--- src/rtl/reg_file_8x16_pkg.sv ---
// Shared constants and word/address types for the 8x16 register file.
package reg_file_8x16_pkg;

  localparam int REGF_ADDR_W = 4;
  localparam int REGF_DATA_W = 16;
  localparam int REGF_DEPTH  = 8;

  typedef logic [REGF_DATA_W-1:0] regf_data_t;
  typedef logic [REGF_ADDR_W-1:0] regf_addr_t;

endpackage

--- src/rtl/reg_file_8x16.sv ---
// 8 x 16 register file: shared address, separate write/read enables,
// registered read port, synchronous active-high clear of all state.
module reg_file_8x16
  import reg_file_8x16_pkg::*;
#(
  parameter int ADDR_Width = REGF_ADDR_W,
  parameter int MEM_WIDTH  = REGF_DATA_W,
  parameter int MEM_DEPTH  = REGF_DEPTH
) (
  input  logic                  CLK,
  input  logic                  RST,
  input  logic [MEM_WIDTH-1:0]  WrData,
  input  logic [ADDR_Width-1:0] Address,
  input  logic                  WrEn,
  input  logic                  RdEn,
  output logic [MEM_WIDTH-1:0]  RdData
);

  localparam int IDX_W = (MEM_DEPTH > 1) ? $clog2(MEM_DEPTH) : 1;
  // One extra bit so the depth itself fits when it equals 2**ADDR_Width.
  localparam logic [ADDR_Width:0] DEPTH_L = MEM_DEPTH[ADDR_Width:0];

  logic [MEM_WIDTH-1:0] mem [MEM_DEPTH];
  logic                 in_range;
  logic [IDX_W-1:0]     idx;
  logic                 wr_ok;
  logic                 rd_ok;

  // Decode: no wrap-around, so out-of-range addresses never reach the array.
  always_comb begin
    in_range = ({1'b0, Address} < DEPTH_L);
    idx      = Address[IDX_W-1:0];
    wr_ok    = WrEn && !RdEn && in_range;
    rd_ok    = RdEn && !WrEn && in_range;
  end

  // Storage and read register; reset wins, both-enables reads back zero.
  always_ff @(posedge CLK) begin
    if (RST) begin
      for (int i = 0; i < MEM_DEPTH; i++) mem[i] <= '0;
      RdData <= '0;
    end else begin
      if (wr_ok) mem[idx] <= WrData;
      if (RdEn)  RdData <= rd_ok ? mem[idx] : '0;
    end
  end

endmodule

--- config.mk ---
export PLATFORM = sky130hd
export DESIGN_NAME = reg_file_8x16
export DESIGN_NICKNAME = d
export VERILOG_FILES = /design/src/rtl/reg_file_8x16_pkg.sv /design/src/rtl/reg_file_8x16.sv
export SDC_FILE = /design/constraint.sdc
export NUM_CORES = 1
export LEC_CHECK = 0
export ABC_AREA = 1
export CAP_MARGIN = 20
export CORE_ASPECT_RATIO = 1.4
export CORE_MARGIN = 2
export CORE_UTILIZATION = 62
export DETAILED_ROUTE_END_ITERATION = 8
export PLACE_DENSITY = 0.83
export SLEW_MARGIN = 40
export SYNTH_ARGS = -nofsm -noshare
export SYNTH_HDL_FRONTEND = slang
export SYNTH_SLANG_ARGS = --single-unit
--- constraint.sdc ---
create_clock -name CLK -period 4.3 [get_ports CLK]
set_input_delay 0.645 -clock CLK [delete_from_list [all_inputs] [get_ports CLK]]
set_output_delay 0.645 -clock CLK [all_outputs]
set_load 0.01 [all_outputs]
Yosys cells after proc, flatten, opt, wreduce, memory -nomap -nowiden
Memory sizes are Yosys's and may differ from the RTL's.
Cells that the tools add are included.
{ "classes": {"magnitude_cmp": 1, "muxes": 9, "reduce_logical": 7} }
{ "op_table": {"columns": ["op", "count"], "rows": [
  ["$mux 16", 2],
  ["$reduce_or 16->1", 1],
  ["$mux 1", 6],
  ["$logic_and 1x1->1", 4],
  ["$lt 4x4->1 const B", 1],
  ["$mux 3", 1],
  ["$logic_not 1->1", 2]
]} }
{ "word_totals": {"input_bits": 24, "wordCells": 19, "mem_count": 1, "out_inout_bits": 16, "ff_bits": 16, "mem_bits_rw": 128} }
{ "mem_list": {"columns": ["memory", "depth", "word_bits", "read_ports", "rd_clocked_by_memory_dff", "write_ports", "line_no", "text"], "rows": [
  ["mem", 8, 16, 1, 0, 8, "reg_file_8x16.sv:23", "logic [MEM_WIDTH-1:0] mem [MEM_DEPTH];"]
]} }

Longest topological paths before layout
{ "depth": {"ltp_word": 8, "depth_mapped": 8, "depth_no_buf": 6} }

Worst setup path after synthesis
No wires, ideal clock.
{ "synth_path": {"path_kind": "input to register", "from": "in RST", "to": "mem mem[0][0] in the netlist's numbering (enable)", "setup_ns": 0.372, "t_arrival_ns": 1.871, "slack_ns": 2.058, "n_path_buf": 2, "stages": 7, "t_required_ns": 3.928, "path_cell_list": "buf_2 nor2_1 nand3_1 nor2_4 nand2_2 buf_2 nand2_1"} }
{ "synth_rtl": {"columns": ["element", "line_no", "text"], "rows": [
  ["start, declared", "reg_file_8x16.sv:11", "input logic RST,"],
  ["end, declared", "reg_file_8x16.sv:23", null]
]} }

==> metrics.md <==
| Metric | Value |
|---|---|
| Crit path launch type | `primary input` |
| Min setup slack post-route | `1.58 ns` |
| Vias in the first global route | `5006` |
| Leakage power | `3.50 nW` |
| Synth Area per Inst | `8.87 um^2` |
| Final worst path period share | `63.3%` |
| CTS tree | `yes` |
| Worst-path clk slew | `0.06 ns` |
| Sink Count | `144` |
| Max_cap viols | `0` |
| DR DRC count | `0` |
| Reg power frac | `49.1%` |
| Num rows | `44` |
| Top cells by area, synth | `edfxtp_1 58%, nand2_1 10%, inv_1 8.2%` |
| Hold buffer count at cts | `0` |
| Via count | `between 5000 and 6000` |
| ANT nets after route | `0` |
| Final-stage net count | `between 800 and 900` |
| CTS buffer count | `17` |
| Actual slew at the worst max-slew pin | `0.751 ns` |
| Critical path class | `in2reg` |
| H-tree Lvls | `4` |
| IO Pins | `40` |
| Final setup viols | `0` |
| First-pass GRT wire length | `26200 um` |
| DP HPWL | `~11000 um` |
| Maximum root-to-sink buffer count | `2` |
| Clock power frac | `a little over two fifths` |
| Crit path max fanout | `18` |
| Syn nets | `roughly 770` |
| Clock skew | `just under 0.007 ns` |
| Via-per-instance ratio | `about 5.4` |
| Slew Viols, Final | `0` |
| Synth top area share | `57.8%` |
| Post-route minimum period | `between 2 and 3 ns` |
| Most frequent cells in the layout | `185 x nand2_1, 145 x inv_1, 129 x nor2_1` |
| Gate power share | `under 10%` |
| Peak supply drop | `0.293 mV` |
| Max Freq | `367 MHz` |
| Outcome | `completed` |
| Starting Density | `63.9%` |
| YS warnings | `0` |
| Net Sw Frac | `22.8%` |
| Utilization after layout | `73.6%` |
| Die Wd | `91.5 um` |
| Routed len/inst | `~18 um` |
| Worst path bufs/invs | `1` |
| Area delta synth->final | `15.3%` |
| CP required | `4.35 ns` |
| Post-route setup TNS | `0 ns` |
| Antenna diodes | `0` |
| Initial antenna violation count | `0` |
| Total grt overflow | `0` |
| IO Port Bufs | `39` |
| Slowest CP cell | `nor2_2` |
| Cell breakdown of the critical path | `clkdlybuf4s50_1, nor2_2, nand2_2, nand2_1` |
| Int Pwr | `2.54 mW` |
| RD Place Congestion | `0.913` |
| Pwr Density | `429 mW/mm^2` |
| Largest net degree at the start of global routing | `65` |
| Post-cts resize count | `0` |
| Initial drt markers | `817` |
| Proportion of layout cells with a drive suffix above 1 | `6.55%` |
| Psw | `748 uW` |
| WP data arrival | `2.77 ns` |
| Post-synthesis sequential area ratio | `62.7%` |
| Die footprint | `around 0.012 mm^2` |
| Post-Synthesis Cells | `between 700 and 800` |
| Synthesized area | `0.00665 mm^2` |
| Setup WS pre-CTS | `1.19 ns` |
| Commonest non-fill, non-tap cell in the layout | `nand2_1` |
| CP Capture Type | `flip-flop` |
| Postcts setup bufs | `0` |
| Worst path max stage delay | `~0.65 ns` |
| Synth area leader | `edfxtp_1` |
| Total track usage | `a little under a third` |
| Hold Fails Final Rpt | `0` |
| Synth cell types | `17` |
| Yosys reg bits | `144` |
| CTS root buffer | `clkbuf_16` |
| Drt pass-1 iters | `5` |
| Slew headroom | `49.9%` |
| Largest delay share family, worst path | `simple AND/OR/NAND/NOR gates` |
| Clk_lat worst skew | `0.42 ns` |
| Core box area | `around 0.010 mm^2` |
| Post-Route WL | `17000 um` |
| Die Ht | `127 um` |
| Worst hold path class | `reg2reg` |
| RSZ-0062 raised after global routing | `no` |
## cells by family (layout without fill, tap and decap cells)
family	after synthesis	after routing	share of synthesized area (%)
AO/OA/AOI/OAI	32	32	2.41
buffers and inverters	180	225	10.7
flip-flops	144	144	62.7
AND/OR/NAND/NOR	393	393	24.2
## power by group through the flow
stage / Clock, mW / Sequential, mW / Combinational, mW
floorplan: 0 / 1.64 / 0.146
global placement: 0 / 1.64 / 0.242
detailed placement: 0 / 1.64 / 0.246
CTS: 1.42 / 1.61 / 0.248
global route: 1.48 / 1.62 / 0.276
finish: 1.42 / 1.61 / 0.252
## worst min-delay path, stage by stage (launching register included)
cell and delay [ns]:
dfxtp_1 0.31, nand2_1 0.06, a21oi_1 0.06
## metrics by stage
step | hold WS, ns | area (um^2) | total power, mW | instances
final | 0.477 | 7660 | 3.29 | 932
after global routing | 0.492 | 7660 | 3.38 | 932
after detailed placement | 0.464 | 7090 | 1.89 | 900
after CTS | 0.474 | 7660 | 3.28 | 932
after global placement | 0.464 | 7090 | 1.88 | 900
after floorplan | 0.487 | 6650 | 1.78 | 749
## state kept, by name (all words and copies together), names as in the netlist
name and count:
mem 128, RdData 16
## layer usage
metal  wire [um]  global-route usage (%)  part of all wire (%)  up-vias
met3        1680                    5.17                   9.9       57
met2        7840                    47.5                    46      305
li1            -                       -                     -     2375
met5           0                       0                     0        -
met1        6600                    42.8                    39     2321
met4         836                    18.3                   4.9        0
## synth_stat cells
master    count
buf_2        23
nor2_1      129
buf_4         2
clkbuf_1      5
nand3_1      65
a21oi_1      16
o21ai_0       6
dfxtp_1      16
edfxtp_1    128
inv_2         4
o21ai_1      10
nand2_2       8
inv_1       146
nor3_1        1
nand2_1     185
nor2_4        4
nor2_2        1
## path summary, 6_finish.rpt
kind,from,to,slack (ns),depth (start not counted)
min,RdData[8],RdData[8],0.48,2
min reg2reg,RdData[8],RdData[8],0.48,2
max reg2reg,mem[2][9],RdData[9],3.06,6
max,Address[1],mem[1][1],1.58,4
## cell type report
type | instances | area, um^2
inverters | 150 | 563
flip-flops and latches | 144 | 4160
repair buffers | 43 | 415
well taps | 138 | 173
multi-input cells | 425 | 1770
clock inverters | 11 | 115
fillers | 732 | 2740
clock buffers | 21 | 460
Power figures use the tool's default switching activity.
